<file path="src/rtl/zap_shift_pkg.sv">
// rtl/zap_shift_pkg.sv - shift-type encodings and the normalised entry carried to the barrel shifter
package zap_shift_pkg;

  typedef enum logic [2:0] {
    SH_LSL     = 3'd0,
    SH_LSR     = 3'd1,
    SH_ASR     = 3'd2,
    SH_ROR     = 3'd3,
    SH_RORI    = 3'd4,
    SH_ROR_1   = 3'd5,
    SH_RRC     = 3'd6,
    SH_LSL_SAT = 3'd7
  } shift_type_t;

  localparam logic [1:0] ARM_LSL = 2'd0;
  localparam logic [1:0] ARM_LSR = 2'd1;
  localparam logic [1:0] ARM_ASR = 2'd2;
  localparam logic [1:0] ARM_ROR = 2'd3;

  localparam int SHIFT_TAG_W = 8;

  typedef struct packed {
    logic [31:0]            source;
    logic [7:0]             amount;
    shift_type_t            shift_type;
    logic                   carry;
    logic [SHIFT_TAG_W-1:0] tag;
  } shift_entry_t;

endpackage

</file>
<file path="src/rtl/zap_shift_operand_norm.sv">
// rtl/zap_shift_operand_norm.sv - maps raw ARM shift fields onto the extended shifter encoding
// Optional ZAP_SHIFT_SAT_EN: i_sat_dbl forces an LSL_SAT #1 doubling entry.
module zap_shift_operand_norm
  import zap_shift_pkg::*;
(
  input  logic [31:0]            i_source,
  input  logic [31:0]            i_rs,
  input  logic                   i_reg_shift,
  input  logic [4:0]             i_imm_amt,
  input  logic [1:0]             i_shtype,
  input  logic                   i_carry,
  input  logic                   i_sat_dbl,
  input  logic [SHIFT_TAG_W-1:0] i_tag,
  output shift_entry_t           o_entry
);

  // Register-specified shifts use only the low byte of Rs.
  logic unused_ok;
  assign unused_ok = &{1'b0, i_rs[31:8]};

`ifndef ZAP_SHIFT_SAT_EN
  logic unused_sat;
  assign unused_sat = i_sat_dbl;
`endif

  always_comb begin
    o_entry        = '0;
    o_entry.source = i_source;
    o_entry.carry  = i_carry;
    o_entry.tag    = i_tag;
    if (i_reg_shift) begin
      o_entry.shift_type = shift_type_t'({1'b0, i_shtype});
      o_entry.amount     = i_rs[7:0];
    end else begin
      o_entry.amount = {3'b000, i_imm_amt};
      unique case (i_shtype)
        ARM_LSL: o_entry.shift_type = SH_LSL;
        ARM_LSR: begin
          o_entry.shift_type = SH_LSR;
          if (i_imm_amt == 5'd0) o_entry.amount = 8'd32;
        end
        ARM_ASR: begin
          o_entry.shift_type = SH_ASR;
          if (i_imm_amt == 5'd0) o_entry.amount = 8'd32;
        end
        default: begin
          // ROR #0 is the RRX encoding; non-zero immediates rotate without the register-ROR carry rules.
          o_entry.shift_type = (i_imm_amt == 5'd0) ? SH_RRC : SH_RORI;
        end
      endcase
    end
`ifdef ZAP_SHIFT_SAT_EN
    if (i_sat_dbl) begin
      o_entry.shift_type = SH_LSL_SAT;
      o_entry.amount     = 8'd1;
    end
`endif
  end

endmodule

</file>
<file path="src/rtl/zap_shift_operand_stage.sv">
// rtl/zap_shift_operand_stage.sv - registered shift-operand stage with one-entry skid buffer
// Optional ZAP_SHIFT_SAT_EN enables saturating-double entries in the normaliser.
module zap_shift_operand_stage
  import zap_shift_pkg::*;
#(
  parameter int TAG_W = 8
) (
  input  logic             i_clk,
  input  logic             i_reset_n,
  input  logic             i_flush,
  input  logic             i_valid,
  output logic             o_ready,
  input  logic [31:0]      i_source,
  input  logic [31:0]      i_rs,
  input  logic             i_reg_shift,
  input  logic [4:0]       i_imm_amt,
  input  logic [1:0]       i_shtype,
  input  logic             i_carry,
  input  logic             i_sat_dbl,
  input  logic [TAG_W-1:0] i_tag,
  output logic             o_valid,
  input  logic             i_ready,
  output logic [31:0]      o_source,
  output logic [7:0]       o_amount,
  output logic [2:0]       o_shift_type,
  output logic             o_carry,
  output logic [TAG_W-1:0] o_tag
);

  typedef enum logic [1:0] {EMPTY, ONE, TWO} state_t;

  state_t       state;
  shift_entry_t norm;
  shift_entry_t out_q;
  shift_entry_t skid_q;
  logic         accept;
  logic         drain;

  zap_shift_operand_norm u_norm (
    .i_source    (i_source),
    .i_rs        (i_rs),
    .i_reg_shift (i_reg_shift),
    .i_imm_amt   (i_imm_amt),
    .i_shtype    (i_shtype),
    .i_carry     (i_carry),
    .i_sat_dbl   (i_sat_dbl),
    .i_tag       (SHIFT_TAG_W'(i_tag)),
    .o_entry     (norm)
  );

  assign accept = i_valid & o_ready;
  assign drain  = o_valid & i_ready;

  always_ff @(posedge i_clk or negedge i_reset_n) begin
    if (!i_reset_n) begin
      state   <= EMPTY;
      o_ready <= 1'b1;
      o_valid <= 1'b0;
      out_q   <= '0;
      skid_q  <= '0;
    end else if (i_flush) begin
      state   <= EMPTY;
      o_ready <= 1'b1;
      o_valid <= 1'b0;
    end else begin
      unique case (state)
        EMPTY: begin
          if (accept) begin
            out_q   <= norm;
            o_valid <= 1'b1;
            state   <= ONE;
          end
        end
        ONE: begin
          if (accept && drain) begin
            out_q <= norm;
          end else if (accept) begin
            skid_q  <= norm;
            o_ready <= 1'b0;
            state   <= TWO;
          end else if (drain) begin
            o_valid <= 1'b0;
            state   <= EMPTY;
          end
        end
        default: begin
          // o_ready is low here, so only a drain can move the skid entry forward.
          if (drain) begin
            out_q   <= skid_q;
            o_ready <= 1'b1;
            state   <= ONE;
          end
        end
      endcase
    end
  end

  assign o_source     = out_q.source;
  assign o_amount     = out_q.amount;
  assign o_shift_type = out_q.shift_type;
  assign o_carry      = out_q.carry;
  assign o_tag        = TAG_W'(out_q.tag);

endmodule

</file>
<file path="config.mk">
export PLATFORM = sky130hd
export DESIGN_NAME = zap_shift_operand_stage
export DESIGN_NICKNAME = d
export VERILOG_FILES = /design/src/rtl/zap_shift_pkg.sv /design/src/rtl/zap_shift_operand_norm.sv /design/src/rtl/zap_shift_operand_stage.sv
export SDC_FILE = /design/constraint.sdc
export NUM_CORES = 1
export LEC_CHECK = 0
export BUFFER_PORTS_ARGS = -buffer_cell sky130_fd_sc_hd__buf_2
export CORE_ASPECT_RATIO = 1.1
export CORE_MARGIN = 4
export CORE_UTILIZATION = 45
export DETAILED_ROUTE_END_ITERATION = 7
export GPL_TIMING_DRIVEN = 0
export HOLD_SLACK_MARGIN = 0.1
export PLACE_DENSITY_LB_ADDON = 0.3
export REMOVE_ABC_BUFFERS = 1
export SLEW_MARGIN = 20
export SYNTH_ARGS = -nofsm -noshare
export SYNTH_HDL_FRONTEND = slang
export SYNTH_HIERARCHICAL = 1
export SYNTH_SLANG_ARGS = --single-unit
export TNS_END_PERCENT = 100
</file>
<file path="constraint.sdc">
create_clock -name i_clk -period 3.57 [get_ports i_clk]
set_input_delay 0.357 -clock i_clk [delete_from_list [all_inputs] [get_ports i_clk]]
set_output_delay 0.357 -clock i_clk [all_outputs]
set_load 0.03 [all_outputs]
</file>
==> results of run 1 <==
-- state kept, by name, summed over array words and instances (netlist names) --
name	cells
o_valid	1
o_carry	1
o_amount	8
o_shift_type	3
skid_q	52
o_source	32
o_tag	8
state	2
o_ready	1
-- repair_timing --
| item | CTS | global route |
|---|---|---|
| hold buffers | 1 | 0 |
| hold endpoints to repair | 31 | 0 |
| resized for setup | 0 | 0 |
-- through the flow --
stage | total power [mW] | cells | hold WS, ns | utilization, %
floorplan | 3.32 | 304 | 0.0614 | -
global placement | 3.78 | 569 | 0.483 | 49.1
detailed placement | 3.85 | 575 | 0.262 | 50.3
CTS | 4.77 | 591 | 0.248 | 52.6
global route | 4.97 | 591 | 0.250 | 52.6
finish | 4.71 | 591 | 0.259 | 52.6
-- power by group through the flow --
stage	clock (mW)	combinational (mW)	sequential, mW
2_1_floorplan	0	0.805	2.52
3_3_place_gp	0	1.73	2.04
3_5_place_dp	0	1.79	2.06
4_1_cts	0.935	1.79	2.05
5_1_grt	0.978	1.88	2.12
6_report	0.898	1.76	2.05
-- layout make-up --
cell class,count,area [sq um]
inverters,5,18.8
clock inverters,3,25.0
fillers,1001,5520
multi-input cells,191,2250
well taps,150,188
clock buffers,12,236
repair buffers,122,701
flip-flops and latches,108,2710
-- kinds of logic (layout without fill, tap and decap cells) --
logic type                 Yosys count  in the layout  share of synthesized area, %
and+or+nand+nor                     13             13                          1.68
AOI/OAI and AO/OA                   13             13                          1.77
muxes                              162            162                          37.0
DFF                                108            108                          49.7
adders and majority gates            3              3                         0.691
buffers and inverters               65            142                          9.11
-- metal layers --
layer / vias up / routed length (microns)
met5: - / 20
met1: 1536 / 4330
met3: 11 / 563
met2: 66 / 5000
li1: 1396 / -
met4: 2 / 115
-- how the worst max path moves through the flow --
stage,to,startpoint,slack (ns),depth (start not counted)
floorplan,o_amount[0]$_DFFE_PN0P_,state[1]$_DFFE_PN0P_,-0.71,3
global placement,o_source[14]$_DFFE_PN0P_,state[1]$_DFFE_PN0P_,-2.90,3
detailed placement,skid_q[3]$_DFFE_PN0P_,state[1]$_DFFE_PN0P_,1.30,3
CTS,o_source[25]$_DFFE_PN0P_,state[1]$_DFFE_PN0P_,1.29,4
global route,o_carry$_DFFE_PN0P_,state[1]$_DFFE_PN0P_,1.21,4
finish,skid_q[25]$_DFFE_PN0P_,state[1]$_DFFE_PN0P_,1.31,3
-- synth_stat cells (2+ instances only) --
cell type / instances / share of area [%]
buf_4: 41 / 5.7
buf_2: 7 / 0.64
mux2_4: 50 / 14
dfrtp_1: 107 / 49
mux2_2: 112 / 23
buf_12: 5 / 1.8
and2_1: 2 / 0.23
ha_1: 3 / 0.69
nand2_1: 2 / 0.14
buf_1: 3 / 0.21
nor3b_1: 2 / 0.28
a21oi_1: 3 / 0.28
clkbuf_1: 3 / 0.21
inv_1: 5 / 0.35
==> run_results.csv, run 1 <==
group,metric,value,unit
status,outcome,"finished clean",
logic_synthesis,synth-seq-cells,108,
drt,drc,0,
global_route,met2_usage,25.0,%
global_route,grt_overflow_total,0,
worst_setup_path,r2r_start,"state[1]$_DFFE_PN0P_",
worst_hold_path,hold_end,"skid_q[36]$_DFFE_PN0P_",
finish,diodes,0,
worst_setup_path,worst_setup_path_end_kind,"register",
drt,ant_nets,0,
place,dp_hpwl,6890,microns
worst_setup_path,crit_path_start_kind,"register",
clock_tree,clkSlewWorstSetupHoldPaths,0.07,ns
clock_tree,cts.sinks,108,
die,die_area,0.0139,sq mm
worst_hold_path,hold_path_class,"primary input to register",
sta,finalCritPeriodShare,63.3,%
finish,nets,527,
clock_tree,cts_made_buffers,9,
worst_setup_path,worstSetupPathType,"register to register",
finish,layout-drive-gt1-share,68.0,%
logic_synthesis,ys_warn_count,6,
finish,final_common_cell,"buf_2",
clock_tree,cts_tree,"yes",
power_and_ir_drop,power_density,769,mW/mm^2
sta,finalMaxSlewViolations,0,
global_route,grtUsageMet1,18.9,%
worst_setup_path,max_stage_delay,0.88,ns
die,ios,141,
sta,final.setup.worst_slack,1.31,ns
worst_setup_path,crit_fanout,27,
place,gp_congestion,0.745,
logic_synthesis,syn_inst,364,
sta,relSlewSlack,50.0,%
logic_synthesis,ys_types,33,
global_route,grt_use_met3,4.45,%
worst_setup_path,worst_r2r_path_depth,3,
sta,worst_slew_pin_slew,0.747,ns
clock_tree,post_cts_buffers,0,
power_and_ir_drop,seqPwrFrac,43.5,%
worst_setup_path,cp.required,3.79,ns
drt,wirelength,10000,microns
drt,wl_per_cell,17.0,microns
die,row_count,41,
place,placed_area,0.00585,sq mm
worst_setup_path,r2r_slack,1.31,ns
worst_hold_path,min_from,"i_source[16]",
sta,finalSetupViolations,0,
drt,firstDrtPassIters,4,
worst_setup_path,reg2reg_to,"skid_q[25]$_DFFE_PN0P_",
power_and_ir_drop,switchingPower,1.61,mW
logic_synthesis,seq_area_frac_synth,49.7,%
clock_tree,clk_latency,0.34,ns
logic_synthesis,avgSynthCellArea,14.9,sq um
power_and_ir_drop,comb_power_share,37.4,%
die,initial_utilization,46.7,%
clock_tree,cts_max_level,3,
worst_setup_path,slowest_stage,"or4b_4",
clock_tree,clock-root-buffer,"clkbuf_16",
power_and_ir_drop,p_leak,2.95,nW
finish,final_cell_mix,"buf_2, mux2_2, dfrtp_1",
place,place_ws,1.30,ns
finish,syn2layout_area_growth,12.6,%
clock_tree,cts_max_path_buffers,2,
power_and_ir_drop,p_int,3.10,mW
drt,routed_via_density,5.09,
global_route,grt_pass1_wl,16600,microns
sta,max_freq,443,MHz
die,die_y,123,microns
sta,hold_violations,0,
drt,drt_iter0_markers,73,
place,io_buffers,115,
logic_synthesis,postSynth.asyncResetShare,100,%
global_route,grt_max_degree,78,
power_and_ir_drop,worst_ir_drop_vdd,0.000412,V
sta,rsz0062_at_grt,"false",
run,maxCapViolCount,0,
power_and_ir_drop,clkPwrFrac,19.1,%
finish,finalInstanceArea,0.00612,sq mm
global_route,grt_pass1_vias,3268,
die,die_width,113,microns
die,core_area,0.0116,sq mm
sta,fin_skew,0.00686,ns
worst_setup_path,critPathTopFamily,"simple AND/OR/NAND/NOR gates",
worst_setup_path,path_cells,"or4b_4, buf_12, mux2_4",
logic_synthesis,synth-edff-count,0,
power_and_ir_drop,swShare,34.1,%
sta,tns,0,ns
worst_setup_path,path_buf_inv,1,
sta,final.min_clock_period,2.26,ns
global_route,grt_antenna_before_repair,1,
global_route,gr-max-usage-layer,"met2",
drt,vias,3011,
worst_setup_path,cp.arrival,2.48,ns
worst_hold_path,whs_path_depth,2,
logic_synthesis,syn_area,0.00544,sq mm
logic_synthesis,ys.flop_type,"dfrtp_1",
global_route,gr-usage-all-layers,15.0,%
Power figures use the tool's default switching activity.
==> run 2, diff against run 1 <==
==> constraint.sdc (replaced) <==
create_clock -name i_clk -period 1.92 [get_ports i_clk]
set_input_delay 0.192 -clock i_clk [delete_from_list [all_inputs] [get_ports i_clk]]
set_output_delay 0.192 -clock i_clk [all_outputs]
set_load 0.03 [all_outputs]
==> run 2 against run 1 <==
  * The flow now finishes with violations (negative setup slack)
  * Total power is 89% higher
  * Final cell count up 9.1%
  * Wire length increased by 10%
  * Clock skew about the same
  * Hold slack got worse by 0.15 ns
  * Critical endpoint is now skid_q[40]$_DFFE_PN0P_
  * Largest cell class unchanged
  * Register-to-register slack worse by 1.5 ns
==> run_results.csv, run 2 (synthesized netlist as in run 1, its figures left out) <==
group,metric,value,unit
status,outcome,"finished, violations left",
status,violations,"negative setup slack",
global_route,grt_pass1_vias,3487,
worst_setup_path,slowest_stage,"or4b_4",
sta,final.min_clock_period,2.08,ns
drt,drt_iter0_markers,72,
worst_setup_path,r2r_slack,-0.16,ns
power_and_ir_drop,power_density,1320,mW/mm^2
worst_hold_path,whs_path_depth,2,
sta,finalCritPeriodShare,108,%
worst_setup_path,critPathTopFamily,"simple AND/OR/NAND/NOR gates",
place,dp_hpwl,6890,microns
sta,worst_slew_pin_slew,0.419,ns
drt,firstDrtPassIters,4,
worst_setup_path,path_cells,"nand3_4, buf_6, or4b_4, buf_12, clkbuf_16, mux2_4",
clock_tree,cts_max_level,3,
die,row_count,41,
run,maxCapViolCount,0,
worst_setup_path,r2r_start,"o_ready$_DFFE_PN1P_",
die,core_area,0.0116,sq mm
finish,multi_input_area,0.00227,sq mm
place,placed_area,0.00585,sq mm
die,die_width,113,microns
global_route,gr-max-usage-layer,"met2",
drt,drc,0,
finish,syn2layout_area_growth,24.6,%
power_and_ir_drop,p_leak,3.25,nW
finish,diodes,0,
die,die_y,123,microns
clock_tree,clkSlewWorstSetupHoldPaths,0.07,ns
sta,finalMaxSlewViolations,0,
finish,final-seq-area,0.00271,sq mm
clock_tree,cts_made_buffers,9,
sta,relSlewSlack,71.3,%
drt,vias,3181,
global_route,grt_pass1_wl,18000,microns
global_route,met2_usage,27.9,%
place,numPlacedInstances,575,
worst_hold_path,min_from,"i_source[18]",
worst_setup_path,reg2reg_to,"skid_q[40]$_DFFE_PN0P_",
worst_setup_path,worstSetupPathType,"register to register",
sta,finalSetupViolations,51,
worst_setup_path,max_stage_delay,0.59,ns
worst_setup_path,worst_r2r_path_depth,6,
drt,routed_via_density,4.93,
global_route,grtUsageMet1,21.0,%
finish,regMostFlops,"skid_q",
clock_tree,clk_latency,0.34,ns
global_route,gr-usage-all-layers,16.3,%
finish,n_fill_cell,943,
clock_tree,cts_max_path_buffers,2,
clock_tree,clock-root-buffer,"clkbuf_16",
sta,rsz0062_at_grt,"true",
clock_tree,cts_tree,"yes",
clock_tree,cts.sinks,108,
worst_setup_path,cp.arrival,2.31,ns
finish,largest_reg_flops,52,
sta,final.setup.worst_slack,-0.163,ns
finish,finalInstanceArea,0.00678,sq mm
finish,layout-drive-gt1-share,64.0,%
place,gp_congestion,0.745,
global_route,grt_overflow_total,0,
drt,wl_per_cell,17.1,microns
sta,max_freq,480,MHz
global_route,grt_antenna_before_repair,0,
place,io_buffers,115,
die,initial_utilization,46.7,%
worst_setup_path,crit_path_start_kind,"register",
finish,layout.cells.non_filler,645,
worst_setup_path,path_buf_inv,3,
global_route,grt_use_met3,3.72,%
sta,hold_violations,0,
finish,nets,581,
worst_setup_path,crit_fanout,6,
drt,ant_nets,0,
sta,fin_skew,0.00678,ns
worst_setup_path,worst_setup_path_end_kind,"register",
die,ios,141,
die,die_area,0.0139,sq mm
power_and_ir_drop,worst_ir_drop_vdd,0.000862,V
drt,wirelength,11000,microns
worst_hold_path,hold_end,"skid_q[38]$_DFFE_PN0P_",
global_route,grt_max_degree,78,
worst_setup_path,cp.required,2.14,ns
finish,final_cell_mix,"buf_2, mux2_2, dfrtp_1",
worst_setup_path,crit_start,"o_ready$_DFFE_PN1P_",
worst_hold_path,hold_path_class,"primary input to register",
finish,final_common_cell,"buf_2",
==> run 2: per-stage QoR <==
step	setup TNS, ns	utilization (%)	hold slack, ns	setup WS [ns]	total power, mW
4_1_cts	-5.75	57.7	0.100	-0.220	9.02
6_report	-5.24	58.2	0.110	-0.163	8.92
2_1_floorplan	-226.56	-	-0.104	-2.36	6.17
3_3_place_gp	-482.27	49.1	0.437	-4.55	7.02
3_5_place_dp	-26.25	50.3	0.0970	-0.352	7.15
5_1_grt	-9.45	58.2	0.102	-0.208	9.41
==> run 2: layout make-up <==
| type | count | area share (%) |
|---|---|---|
| repair buffers | 175 | 19.6 |
| well taps | 150 | 2.77 |
| multi-input cells | 192 | 33.5 |
| clock buffers | 12 | 3.49 |
| clock inverters | 3 | 0.369 |
| inverters | 5 | 0.277 |
| flip-flops and latches | 108 | 40.0 |
==> run 2: timing repair <==
item,CTS,global route
gates resized for setup,10,3
endpoints found under the setup margin,104,86
endpoints found under the hold margin,68,0
buffers inserted,9,5
hold buffers,38,0
pin swaps,2,2
cloned,4,1
==> run 2: how the worst max path moves through the flow <==
stage                                    end  cells after the start
floorplan            o_amount[0]$_DFFE_PN0P_                      3
global placement    o_source[14]$_DFFE_PN0P_                      3
detailed placement     skid_q[3]$_DFFE_PN0P_                      3
CTS                   skid_q[31]$_DFFE_PN0P_                      6
global route          skid_q[48]$_DFFE_PN0P_                      6
finish                skid_q[40]$_DFFE_PN0P_                      6
==> run 2: power by group <==
part	switching [mW]	internal, mW
clock	0.792	0.880
combinational	1.70	1.73
sequential	0.538	3.28
==> run 2: routing by layer <==
layer | share of wire, % | wire, microns
met2 | 51 | 5640
met4 | 0.86 | 95
met1 | 44 | 4820
met5 | 0 | 0
met3 | 4.4 | 481
